File: src/rtl/pipe_ctrl_pkg.sv
// pipe_ctrl_pkg: shared FSM state type and parameter defaults for the pipeline controller.
package pipe_ctrl_pkg;
  typedef enum logic [1:0] {RUN, MEM_WAIT, ERR} state_t;
  localparam int TIMEOUT_DEF = 255;
  localparam int CNT_W_DEF = 16;
endpackage

File: src/rtl/hazard_detect.sv
// hazard_detect: read-after-write hazard check of ID sources against EXE/MEM destinations.
module hazard_detect (
  input  logic       forward_en,
  input  logic [3:0] src1,
  input  logic [3:0] src2,
  input  logic       two_src,
  input  logic       exe_wb_en,
  input  logic       exe_mem_read,
  input  logic [3:0] exe_dest,
  input  logic       mem_wb_en,
  input  logic [3:0] mem_dest,
  output logic       hazard
);
  logic e1, e2, m1, m2;
  assign e1 = exe_wb_en && exe_dest == src1;
  assign e2 = two_src && exe_wb_en && exe_dest == src2;
  assign m1 = mem_wb_en && mem_dest == src1;
  assign m2 = two_src && mem_wb_en && mem_dest == src2;
  // with forwarding only a load in EXE cannot be bypassed in time
  assign hazard = forward_en ? exe_mem_read && (e1 || e2) : e1 || e2 || m1 || m2;
endmodule

File: src/rtl/pipe_ctrl.sv
// pipe_ctrl: stall/flush control with memory-wait FSM, timeout error and performance counters.
module pipe_ctrl import pipe_ctrl_pkg::*; #(
  parameter int TIMEOUT = TIMEOUT_DEF,
  parameter int CNT_W = CNT_W_DEF
) (
  input  logic             clk,
  input  logic             rst,
  input  logic             forward_en,
  input  logic [3:0]       src1,
  input  logic [3:0]       src2,
  input  logic             two_src,
  input  logic             exe_wb_en,
  input  logic             exe_mem_read,
  input  logic [3:0]       exe_dest,
  input  logic             mem_wb_en,
  input  logic [3:0]       mem_dest,
  input  logic             branch_taken,
  input  logic             mem_req,
  input  logic             mem_ready,
  output logic             pc_freeze,
  output logic             if_freeze,
  output logic             if_flush,
  output logic             id_flush,
  output logic             pipe_freeze,
  output logic             mem_timeout,
  output logic [CNT_W-1:0] stall_cnt,
  output logic [CNT_W-1:0] flush_cnt
);
  localparam int WW = TIMEOUT > 1 ? $clog2(TIMEOUT) : 1;
  state_t state, state_nx;
  logic [WW-1:0] wait_cnt;
  logic hazard, mem_stall;
  hazard_detect u_haz (
    .forward_en(forward_en), .src1(src1), .src2(src2), .two_src(two_src),
    .exe_wb_en(exe_wb_en), .exe_mem_read(exe_mem_read), .exe_dest(exe_dest),
    .mem_wb_en(mem_wb_en), .mem_dest(mem_dest), .hazard(hazard)
  );
  always_comb begin
    state_nx = state;
    mem_stall = state == ERR || (state == RUN ? mem_req && !mem_ready : !mem_ready);
    if (state == RUN && mem_req && !mem_ready) state_nx = MEM_WAIT;
    else if (state == MEM_WAIT) state_nx = mem_ready ? RUN : wait_cnt == WW'(TIMEOUT - 1) ? ERR : MEM_WAIT;
    pc_freeze = rst && (mem_stall || (!branch_taken && hazard));
    if_freeze = pc_freeze;
    if_flush = rst && !mem_stall && branch_taken;
    id_flush = rst && !mem_stall && (branch_taken || hazard);
    pipe_freeze = rst && mem_stall;
    mem_timeout = state == ERR;
  end
  always_ff @(posedge clk or negedge rst) begin
    if (!rst) begin
      state <= RUN;
      wait_cnt <= '0;
      stall_cnt <= '0;
      flush_cnt <= '0;
    end else begin
      state <= state_nx;
      wait_cnt <= state == MEM_WAIT ? wait_cnt + 1'b1 : '0;
      stall_cnt <= stall_cnt + CNT_W'(pc_freeze && !(&stall_cnt));
      flush_cnt <= flush_cnt + CNT_W'(if_flush && !(&flush_cnt));
    end
  end
endmodule

File: config.mk
export PLATFORM = sky130hd
export DESIGN_NAME = pipe_ctrl
export DESIGN_NICKNAME = d
export VERILOG_FILES = /design/src/rtl/pipe_ctrl_pkg.sv /design/src/rtl/hazard_detect.sv /design/src/rtl/pipe_ctrl.sv
export SDC_FILE = /design/constraint.sdc
export NUM_CORES = 1
export LEC_CHECK = 0
export BUFFER_PORTS_ARGS = -buffer_cell sky130_fd_sc_hd__buf_2
export CAP_MARGIN = 0
export CORE_ASPECT_RATIO = 0.9
export CORE_MARGIN = 2
export CORE_UTILIZATION = 35
export CTS_CLUSTER_DIAMETER = 100
export DETAILED_ROUTE_END_ITERATION = 8
export RECOVER_POWER = 50
export SETUP_SLACK_MARGIN = 0.1
export SLEW_MARGIN = 20
export SYNTH_ARGS = -nofsm -noshare
export SYNTH_HDL_FRONTEND = slang
export SYNTH_HIERARCHICAL = 1
export SYNTH_SLANG_ARGS = --single-unit
File: constraint.sdc
create_clock -name clk -period 4.6 [get_ports clk]
set_input_delay 1.38 -clock clk [delete_from_list [all_inputs] [get_ports clk]]
set_output_delay 1.38 -clock clk [all_outputs]
set_load 0.03 [all_outputs]
==> key figures <==
Power and ir drop
  • Peak supply drop: 0.239 mV
  • PD cells: 393 nW/µm²
  • LEAKAGE: 0.00138 µW

Timing
  • Final hold vios: 0
  • Fin Hold WS: 491 ps
  • Fmax: 0.234 GHz
  • Worst Slack Setup Final: 321 ps
  • RSZ-0062 raised after global routing: false
  • Clock skew: 6.34 ps
  • Setup TNS: 0 ps
  • Crit share post-route: 93.0%
  • Max-slew headroom: -45.6%
  • Worst-margin pin slew: 2180 ps
  • Tmin final: 4280 ps
  • Setup violators final: 0
  • Max-slew violations: 43

Layout
  • Fraction of layout cells with a size suffix above 1: 24.3%
  • Filler cells: 591
  • Most frequent cells in the layout: buf_2, dfrtp_1, xor2_1, nand3_1
  • Register area: 1050 µm²
  • Diodes inserted: 0
  • Multi-input gate area in the final layout: 1080 µm²
  • Area delta synth->final: 24.9%
  • Fin nets: 316
  • Most common cell after layout, fill and taps aside: buf_2

Setup path
  • Slowest CP cell: o32a_1
  • Critical-path cell list: buf_2 -> and2b_1 -> nand3_1 -> nor4_1 -> a21o_1 -> o32a_1 -> nor2b_1 -> o31ai_2 -> inv_1 -> buf_2
  • Critical path's most frequent cell: buf_2
  • Critical Path Start Type: input port
  • Cell family with most CP delay: compound AO/OA/AOI/OAI gates
  • WP data required: 3220 ps
  • CP max FO: 2
  • Critical path buffers and inverters: 3
  • Setup crit end kind: output port
  • Type of the worst setup path: input port to output port
  • Max incr delay on CP: 350 ps
  • CP arrival: 2900 ps

Floorplan
  • I/O Pins: 64
  • Die Y-Extent: 79.0 µm
  • Initial Utilization: 35.9%
  • Num rows: 27
  • Die width: 87.3 µm
  • Die area: 6890 µm²
  • Core ar.: 6080 µm²

Outcome
  • Failing checks: max-capacitance violations, max-slew violations
  • Status: finished, violations left

Worst hold path
  • Hold WC Path Type: flop to flop

Global routing
  • GR Util All Layers: 13.5%
  • First-pass GRT wire length: 7330 µm
  • Global route overflow: 0
  • Vias in the first global route: 1651
  • Antenna violations before repair: 0
  • Maximum number of pins on one net before global-route repair: 43

Routing
  • WL per Instance: 12.6 µm
  • Vias/cell: 5.09
  • Vias: 1811
  • Total Wirelength: 4490 µm
  • Post-route antenna net violation count: 0
  • Remaining DRCs: 0
  • DRT Pass-1 Iters: 4
  • Initial drt markers: 51

CTS
  • CTS tree: done
  • Worst-Skew Late Latency: 290 ps
  • PostCTS Resize Cnt: 0
  • Root buf cell: clkbuf_8
  • # H-tree levels: 2
  • CTS Buffer Depth: 2
  • Clock sink count: 42
  • Setup Buffers After CTS: 0
  • TritonCTS Buffers: 5
  • Worst-path clk slew: 80 ps
  • CTS Hold Buffers Added: 0

Synthesis
  • Syn Area/Cell: 10.3 µm²
  • Mapped Nets: 245
  • Most frequently used flop master after synthesis: dfrtp_1
  • Cell Area, Synth: 2190 µm²
  • Post-synthesis sequential area ratio: 48.1%
  • Post-synth EDFFs: 0
  • Post-Synthesis Cells: 212
  • Netlist cell types: 34
  • YS warnings: 6
  • Largest cells by area after synthesis: dfrtp_1, xor2_1, xnor2_1, nand3_1, ha_1
  • Asr flop ratio synth: 100%
  • Flops & latches, synth: 42
  • Area share of the largest cell type after synthesis: 48.1%
  • Area leader, netlist: dfrtp_1

Placed design
  • # port buffers: 63
  • Post-DP HPWL: 3330 µm
  • Pre-CTS setup slack: 252 ps
  • Gpl congestion: 0.792

Job
  • Max-cap violation count: 1
[stage by stage]
step | utilization [%] | cells | total power, µW | area, µm²
after floorplan | - | 212 | 628 | 2190
after global placement | 42.7 | 348 | 721 | 2600
after detailed placement | 42.7 | 348 | 725 | 2600
after CTS | 45.1 | 356 | 1090 | 2740
after global routing | 44.9 | 356 | 1130 | 2730
final | 44.9 | 356 | 1070 | 2730
[final cells by class]
| cell class | instances | share of cell area (%) |
|---|---|---|
| Tap cell | 72 | 3.30 |
| Inverter | 13 | 1.79 |
| Clock buffer | 6 | 3.02 |
| Sequential cell | 42 | 38.5 |
| Multi-Input combinational cell | 156 | 39.7 |
| Timing Repair Buffer | 65 | 11.5 |
| Clock inverter | 2 | 2.20 |
[worst register-to-register path: cells and delay by family (launching register included)]
kind | cells | cell delay, ps
AO/OA/AOI/OAI | 2 | 390
XOR/XNOR | 1 | 170
adder cells (fa/ha/maj) | 1 | 210
flip-flops | 1 | 430
AND/OR/NAND/NOR | 3 | 1020
[cell families (layout without fill, tap and decap cells)]
family / count (synthesis) / after routing / share of synthesized area, %
and+or+nand+nor: 87 / 87 / 21.6
xor gates and xnor gates: 44 / 44 / 17.6
DFF: 42 / 42 / 48.1
AOI/OAI and AO/OA: 18 / 18 / 6.07
buffers and inverters: 14 / 86 / 2.58
adders and majority gates: 7 / 7 / 4.01
[cells in the mapped netlist (2+ instances only)]
cell	count
dfrtp_1	42
nand4_1	8
nor2_1	13
nand3_1	18
nand2_1	12
ha_1	7
or3_1	4
o31ai_1	2
inv_1	13
nor3_1	10
o21ai_0	4
nand4_2	2
a21oi_1	4
xnor2_1	12
xor2_1	32
nor4_1	10
nor2b_1	2
[sequential cells by signal (all words and copies together), names as in the netlist]
register / count
flush_cnt: 16
stall_cnt: 16
wait_cnt: 8
state: 2
[report_power, final]
group / total [µW] / switching, µW / internal (µW)
sequential: 482 / 69.5 / 413
combinational: 233 / 158 / 74.7
clock: 358 / 126 / 231
[worst paths after layout]
path                                          from                 endpoint  slack (ps)  depth (start not counted)
max reg2reg                   state[0]$_DFFE_PN0P_  flush_cnt[15]$_DFF_PN0_        2300                          7
max in group asynchronous                      rst    wait_cnt[3]$_DFF_PN0_        1330                          2
min                        stall_cnt[11]$_DFF_PN0_  stall_cnt[11]$_DFF_PN0_         490                          1
min reg2reg                stall_cnt[11]$_DFF_PN0_  stall_cnt[11]$_DFF_PN0_         490                          1
max                                     forward_en                pc_freeze         320                         10
min in group asynchronous                      rst     state[1]$_DFFE_PN0P_        2020                          2
[metal layers]
layer  GRT usage [%]  vias to the layer above  routed length, µm  share of wire (%)
met2            20.2                       56               1940                 43
met1            18.0                      866               2170                 48
met3            3.85                        9                273                6.1
met4            6.15                        0                106                2.4
met5               0                        -                  0                  0
li1                -                      880                  -                  -
Note: power is estimated with default switching activity, not from simulation.
